===== src/rtl/mips_ctrl_pkg.sv =====
// Shared control definitions for the multicycle MIPS-subset core:
// FSM state enum, opcode/funct encodings and ALU operation codes.
package mips_ctrl_pkg;

  typedef enum logic [3:0] {
    FETCH,
    DECODE,
    MEMADR,
    MEMRD,
    MEMWB,
    MEMWR,
    RTYPEEX,
    RTYPEWB,
    BEQEX,
    ADDIEX,
    ADDIWB,
    JEX,
    ILLEGAL
  } state_t;

  localparam logic [5:0] OP_RTYPE = 6'b000000;
  localparam logic [5:0] OP_LW    = 6'b100011;
  localparam logic [5:0] OP_SW    = 6'b101011;
  localparam logic [5:0] OP_BEQ   = 6'b000100;
  localparam logic [5:0] OP_ADDI  = 6'b001000;
  localparam logic [5:0] OP_J     = 6'b000010;

  localparam logic [5:0] FN_ADD = 6'b100000;
  localparam logic [5:0] FN_SUB = 6'b100010;
  localparam logic [5:0] FN_AND = 6'b100100;
  localparam logic [5:0] FN_OR  = 6'b100101;
  localparam logic [5:0] FN_SLT = 6'b101010;
  localparam logic [5:0] FN_NOR = 6'b100111;

  localparam logic [3:0] ALU_AND = 4'b0000;
  localparam logic [3:0] ALU_OR  = 4'b0001;
  localparam logic [3:0] ALU_ADD = 4'b0010;
  localparam logic [3:0] ALU_SUB = 4'b0110;
  localparam logic [3:0] ALU_SLT = 4'b0111;
  localparam logic [3:0] ALU_NOR = 4'b1100;

endpackage


===== src/rtl/alu_funct_decode.sv =====
// R-type funct decoder: maps Funct[5:0] to an ALU code.
// Ports: funct in; legal=1 for supported funct, code=ALU op (ADD if not).
module alu_funct_decode
  import mips_ctrl_pkg::*;
(
  input  logic [5:0] funct,
  output logic       legal,
  output logic [3:0] code
);

  always_comb begin
    legal = 1'b1;
    code  = ALU_ADD;
    unique case (funct)
      FN_ADD:  code = ALU_ADD;
      FN_SUB:  code = ALU_SUB;
      FN_AND:  code = ALU_AND;
      FN_OR:   code = ALU_OR;
      FN_SLT:  code = ALU_SLT;
      FN_NOR:  code = ALU_NOR;
      default: legal = 1'b0;
    endcase
  end

endmodule


===== src/rtl/multicycle_controller.sv =====
// Multicycle MIPS-subset control FSM with retired-instruction counter.
// Ports: Clk/Rst(sync high), Opcode/Funct/Zero in; datapath selects,
// enables, ALUControl, Illegal pulse and InstrCount out.
module multicycle_controller
  import mips_ctrl_pkg::*;
#(
  parameter int COUNT_WIDTH = 32
) (
  input  logic                   Clk,
  input  logic                   Rst,
  input  logic [5:0]             Opcode,
  input  logic [5:0]             Funct,
  input  logic                   Zero,
  output logic [3:0]             ALUControl,
  output logic                   ALUSrcA,
  output logic [1:0]             ALUSrcB,
  output logic [1:0]             PCSrc,
  output logic                   PCWrite,
  output logic                   IorD,
  output logic                   MemWrite,
  output logic                   IRWrite,
  output logic                   RegDst,
  output logic                   MemtoReg,
  output logic                   RegWrite,
  output logic                   Illegal,
  output logic [COUNT_WIDTH-1:0] InstrCount
);

  state_t     state;
  state_t     next;
  logic [3:0] functreg;
  logic [3:0] fcode;
  logic       flegal;
  logic       retire;

  alu_funct_decode u_fdec (
    .funct (Funct),
    .legal (flegal),
    .code  (fcode)
  );

  always_ff @(posedge Clk) begin
    if (Rst) state <= FETCH;
    else     state <= next;
  end

  // Funct is only trusted in DECODE; hold its code for RTYPEEX.
  always_ff @(posedge Clk) begin
    if (Rst)                  functreg <= ALU_ADD;
    else if (state == DECODE) functreg <= fcode;
  end

  always_comb begin
    retire = 1'b0;
    unique case (state)
      MEMWB, MEMWR, RTYPEWB,
      BEQEX, ADDIWB, JEX: retire = 1'b1;
      default:            retire = 1'b0;
    endcase
  end

  always_ff @(posedge Clk) begin
    if (Rst)         InstrCount <= '0;
    else if (retire) InstrCount <= InstrCount + COUNT_WIDTH'(1);
  end

  always_comb begin
    next = FETCH;
    unique case (state)
      FETCH:  next = DECODE;
      DECODE: begin
        unique case (Opcode)
          OP_RTYPE: next = flegal ? RTYPEEX : ILLEGAL;
          OP_LW,
          OP_SW:    next = MEMADR;
          OP_BEQ:   next = BEQEX;
          OP_ADDI:  next = ADDIEX;
          OP_J:     next = JEX;
          default:  next = ILLEGAL;
        endcase
      end
      MEMADR:  next = (Opcode == OP_LW) ? MEMRD : MEMWR;
      MEMRD:   next = MEMWB;
      RTYPEEX: next = RTYPEWB;
      ADDIEX:  next = ADDIWB;
      default: next = FETCH;
    endcase
  end

  always_comb begin
    ALUControl = ALU_ADD;
    ALUSrcA    = 1'b0;
    ALUSrcB    = 2'b00;
    PCSrc      = 2'b00;
    PCWrite    = 1'b0;
    IorD       = 1'b0;
    MemWrite   = 1'b0;
    IRWrite    = 1'b0;
    RegDst     = 1'b0;
    MemtoReg   = 1'b0;
    RegWrite   = 1'b0;
    Illegal    = 1'b0;
    unique case (state)
      FETCH: begin
        IRWrite = 1'b1;
        PCWrite = 1'b1;
        ALUSrcB = 2'b01;
      end
      DECODE: ALUSrcB = 2'b11;
      MEMADR, ADDIEX: begin
        ALUSrcA = 1'b1;
        ALUSrcB = 2'b10;
      end
      MEMRD: IorD = 1'b1;
      MEMWB: begin
        MemtoReg = 1'b1;
        RegWrite = 1'b1;
      end
      MEMWR: begin
        IorD     = 1'b1;
        MemWrite = 1'b1;
      end
      RTYPEEX: begin
        ALUSrcA    = 1'b1;
        ALUControl = functreg;
      end
      RTYPEWB: begin
        RegDst   = 1'b1;
        RegWrite = 1'b1;
      end
      BEQEX: begin
        ALUSrcA    = 1'b1;
        ALUControl = ALU_SUB;
        PCSrc      = 2'b01;
        PCWrite    = Zero;
      end
      ADDIWB:  RegWrite = 1'b1;
      JEX: begin
        PCSrc   = 2'b10;
        PCWrite = 1'b1;
      end
      ILLEGAL: Illegal = 1'b1;
      default: ;
    endcase
  end

endmodule


===== config.mk =====
export PLATFORM = sky130hd
export DESIGN_NAME = multicycle_controller
export DESIGN_NICKNAME = d
export VERILOG_FILES = /design/src/rtl/mips_ctrl_pkg.sv /design/src/rtl/alu_funct_decode.sv /design/src/rtl/multicycle_controller.sv
export SDC_FILE = /design/constraint.sdc
export NUM_CORES = 1
export LEC_CHECK = 0
export CAP_MARGIN = 20
export CORE_MARGIN = 3
export CORE_UTILIZATION = 50
export CTS_BUF_LIST = sky130_fd_sc_hd__clkbuf_8
export CTS_CLUSTER_DIAMETER = 150
export DETAILED_ROUTE_END_ITERATION = 7
export DONT_BUFFER_PORTS = 1
export SYNTH_ARGS = -nofsm -noshare
export SYNTH_HDL_FRONTEND = slang
export SYNTH_HIERARCHICAL = 1
export SYNTH_SLANG_ARGS = --single-unit

===== constraint.sdc =====
create_clock -name Clk -period 1.8 [get_ports Clk]
set_input_delay 0.36 -clock Clk [delete_from_list [all_inputs] [get_ports Clk]]
set_output_delay 0.36 -clock Clk [all_outputs]
set_load 0.05 [all_outputs]

Word-level counts from Yosys, hierarchy flattened
Cells that the tools add are included.
Word-level totals
  register bits: 40
  bits in latches: 0
  memory bits (writable): 0
  ROM bits: 0
  input port bits: 15
  memories kept: 0
Cells by class
  $add $sub $neg: 1
  multipliers: 0
  div/mod/pow operators: 0
  order comparisons: 0
  equal/unequal tests: 23
  shift-type cells: 0
  mux-type cells: 19
  bitwise logic cells: 0
  reductions and logical operators: 10
Operators with widths (count)
  $eq A6 B6 Y1 const B: 8
  $pmux W4 S5: 2
  $add A32 B1 Y32 const B: 1
  $pmux W4 S6: 1
  $eq A4 B4 Y1 const B: 5
  $eq A4 B3 Y1 const B: 4
  $reduce_or A6 Y1: 2
  $mux W1: 10
  $eq A4 B2 Y1 const B: 2
  $pmux W4 S2: 1
  $reduce_or A2 Y1: 4
  $eq A6 B2 Y1 const B: 1
  $eq A6 B3 Y1 const B: 1
  $eq A6 B4 Y1 const B: 1
  $logic_not A6 Y1: 1
  $pmux W2 S3: 1
  $eq A4 B1 Y1 const B: 1
  $logic_not A4 Y1: 1
  $mux W4: 1
  $pmux W2 S2: 1
  $reduce_or A4 Y1: 1
  $mux W3: 1
  $reduce_or A3 Y1: 1
  $pmux W1 S2: 1

Logic depth before layout (Yosys ltp)
  depth after elaboration: 6
  mapped depth: 7
  depth with buffers taken out: 5

By module
Netlist, hierarchy kept.
Modules (own cells, without submodules)
  multicycle_controller: times used 1, cells an instance 268, area an instance 2174.6 sq um, sequential area each 800.8 sq um
  alu_funct_decode: times used 1, cells an instance 14, area an instance 116.4 sq um, sequential area each 0.0 sq um

Least setup slack after synthesis
Ideal clock, no wire load.
  path kind: register to output
  start: register state[3]
  end: output ALUControl[2]
  arrival time: 2.271 ns
  required time: 1.440 ns
  path slack: -0.831 ns
  cell stages (with the launch flop): 5
  buffers on the path: 1
  path through: dfxtp_1 clkbuf_1 nand2b_1 nor3_1 a31o_2
Between the ends
  cells in the longest elaborated chain, start to end: 2
  elaborated cells on any way between the ends: 3
  those cells by class: eq/ne: 2; mux: 1
RTL lines
  start: declaration: RTL line multicycle_controller.sv:29  | state_t state;
  start signal: assignment: RTL line multicycle_controller.sv:44  | else state <= next;
  $eq A4 B4 Y1 or $eq A4 B3 Y1 (tied branches): RTL line multicycle_controller.sv:103  | unique case (state)
  $pmux W4 S2 (*): RTL line multicycle_controller.sv:103
  end: declaration: RTL line multicycle_controller.sv:14  | output logic [3:0] ALUControl,
Every way passes the cells marked *; elsewhere a longest branch is shown, timed or not.

Worst setup path in the final report
  start: register state[0]
  end: output ALUControl[1]
The elaborated chain is that of the path after synthesis.

==> results.json <==
{
  "status": "complete, but fails checks",
  "violations": "setup timing",
  "coreArea_mm2": 0.00420,
  "synthSimpleGateAreaFrac": 0.380,
  "finalWirelength_um": 5710,
  "drive_gt1_frac": 0.379,
  "final_antenna_net_count": 0,
  "synth_warnings": 6,
  "clock_path_buffers": 2,
  "finalHoldViolCount": 0,
  "vias_per_cell": 5.60,
  "boundaryPins": 64,
  "grt_max_degree": 39,
  "total_leakage_power_nw": 1.18,
  "cts_tree": "yes",
  "finalWorstSetupSlack_ns": -0.00559,
  "first_pass_iters": 4,
  "yosys.area_share.adder": 0.00546,
  "nNetsFinal": 358,
  "synth.distinct_cells": 51,
  "syn_nets": 298,
  "hold_class": "primary input to register",
  "io_buffers": 0,
  "numClockSinks": 40,
  "fin_crit_sh": 1.00,
  "routabilityCongestion": 0.804,
  "yosysSeqAreaShare": 0.350,
  "maxSlewViolCount": 0,
  "finalSetupViolCount": 1,
  "numCtsBuffers": 5,
  "n_fill_cell": 332,
  "ys_ff_latch": 40,
  "fin_crit_ns": 1.81,
  "power_mw": 2.64,
  "wl_per_cell_um": 14.5,
  "cts-root-buf": "clkbuf_8",
  "skew_ns": 0.00664,
  "grt_pass1_vias": 2005,
  "synth_top_family_by_area": "simple AND/OR/NAND/NOR gates",
  "rsz0062_at_grt": "yes",
  "start_util": 0.545,
  "synth_compound_area_frac": 0.110,
  "hpwl_um": 4170,
  "hold-worst-slack_ns": 0.132,
  "num_vias": 2201,
  "async_flop_share": 0,
  "grt_pass1_wl_um": 9290,
  "relSlewSlack": 0.659,
  "clk_latency_ns": 0.29,
  "fp-row-count": 23,
  "die_w_um": 73.7,
  "antenna_found_initial": 0,
  "fmax_mhz": 554,
  "antennaDiodeCount": 0,
  "synth_edf_count": 0,
  "cp_max_fo": 4,
  "cp_data_arrival_time_ns": 1.45,
  "worst_pin_slew_ns": 0.511,
  "ctsHoldBuffers": 0,
  "synth.cell_area_mm2": 0.00229,
  "ys.flop_type": "dfxtp_1",
  "crit_type": "register to output pin",
  "maxCapViolCount": 0,
  "drc": 0,
  "dp_slack_ns": 0.119,
  "power_density_mw_per_mm2": 835,
  "crit_path_end_kind": "output pin",
  "critPathLaunchType": "register",
  "synth_mux_area_frac": 0.0180,
  "cp.required_ns": 1.44,
  "synth_cells": 282,
  "irDropWorstVdd_uv": 481,
  "die_area_mm2": 0.00543,
  "htree_levels": 2,
  "drt_iter0_markers": 76,
  "syn_area_per_cell_um2": 8.12,
  "path_clk_slew_ns": 0.08,
  "track_usage": 0.216,
  "overflow": 0,
  "area_delta_synth_final_pct": 37.8,
  "synth-xor-area-share": 0.0918,
  "die_h_um": 73.7,
  "postLayoutCoreUtil": 0.752
}
worst max-delay path: stages, from the launching register on:
cell	delay, ns
dfxtp_4	0.36
nand2b_4	0.16
buf_6	0.11
or3_4	0.37
buf_8	0.16
repair_timing:
action                     in CTS  in global routing
setup endpoints to repair       7                 13
hold endpoints to repair        0                  0
gates resized for setup        15                 20
pin swaps                       0                  3
buffers inserted                0                  8
stage by stage:
stage                     instance area, um^2  TNS [ns]  std cells
after floorplan                          2360    -0.676        282
after global routing                     3160    -0.133        393
final                                    3160  -0.00559        393
after detailed placement                 2880         0        377
after CTS                                3020    -0.137        385
after global placement                   2880         0        377
layout make-up:
cell class	instances	area (um^2)	area share
tap	50	62.6	0.0198
sequential	40	835	0.264
clock buffer	6	82.6	0.0261
timing repair buffer	67	633	0.200
multi-input combinational	218	1500	0.474
clock inverter	2	7.51	0.00238
inverter	10	40.0	0.0127
Yosys cell counts (2+ instances only):
cell	number	share of area
inv_1	10	0.016
or3_1	10	0.027
nand2_1	19	0.031
nor4b_1	2	0.0076
nor3_2	2	0.0087
nand3_1	10	0.022
nand4_1	8	0.022
o21ai_0	18	0.039
nand4bb_1	2	0.0098
or4_1	3	0.0098
buf_4	3	0.0098
nor3_1	8	0.017
nor2b_1	5	0.014
buf_2	2	0.0044
a21oi_1	16	0.035
nor4_1	12	0.033
nand3b_1	2	0.0066
xnor2_1	20	0.076
xor2_1	4	0.015
clkbuf_1	8	0.013
nand4_4	2	0.019
dfxtp_1	40	0.35
and3_1	7	0.019
and4_1	2	0.0076
mux2i_1	3	0.013
nand2b_1	4	0.011
nand4_2	2	0.011
nor2_1	35	0.057
cells by family after synthesis:
logic type | after synthesis
flops | 40
fa+ha+maj | 1
buf+inv | 24
xor+xnor | 24
simple gates | 146
mux | 4
compound gates | 43
state kept, by name, summed over array words and instances, names as in the netlist:
name        count
functreg        4
state           4
InstrCount     32
where the power goes:
| part | total (mW) | internal [mW] | switching [mW] | leakage (nW) |
|---|---|---|---|---|
| combinational | 1.07 | 0.441 | 0.631 | 0.790 |
| clock | 0.601 | 0.301 | 0.299 | 0.0538 |
| sequential | 0.964 | 0.926 | 0.0383 | 0.335 |
path summary, 6_finish.rpt:
check,start,endpoint,slack (ns),cells after the start
worst max-delay path,state[0]$_SDFF_PP0_,ALUControl[1],-0.006,4
worst min-delay path,Rst,InstrCount[20]$_SDFFE_PP0P_,0.13,1
worst max register to register,InstrCount[16]$_SDFFE_PP0P_,InstrCount[31]$_SDFFE_PP0P_,0.09,6
worst min register to register,functreg[3]$_SDFFE_PP0P_,functreg[3]$_SDFFE_PP0P_,0.50,2
layout by cell type (no fill, tap or decap), types with 8 or more instances in the layout:
master,instances
dfxtp_1,17
buf_12,8
buf_4,53
a21oi_1,14
nand3_1,10
o21ai_0,15
nor4_1,9
or3_1,9
nor2_1,34
nand4_1,8
dfxtp_2,21
nand2_1,18
xnor2_1,20
inv_1,11
routing by layer:
layer | track usage | share of wire
met4 | 0.0604 | 0.0089
met3 | 0.0575 | 0.065
met5 | 0 | 0
met1 | 0.277 | 0.46
met2 | 0.356 | 0.47
Power figures use the tool's default switching activity.
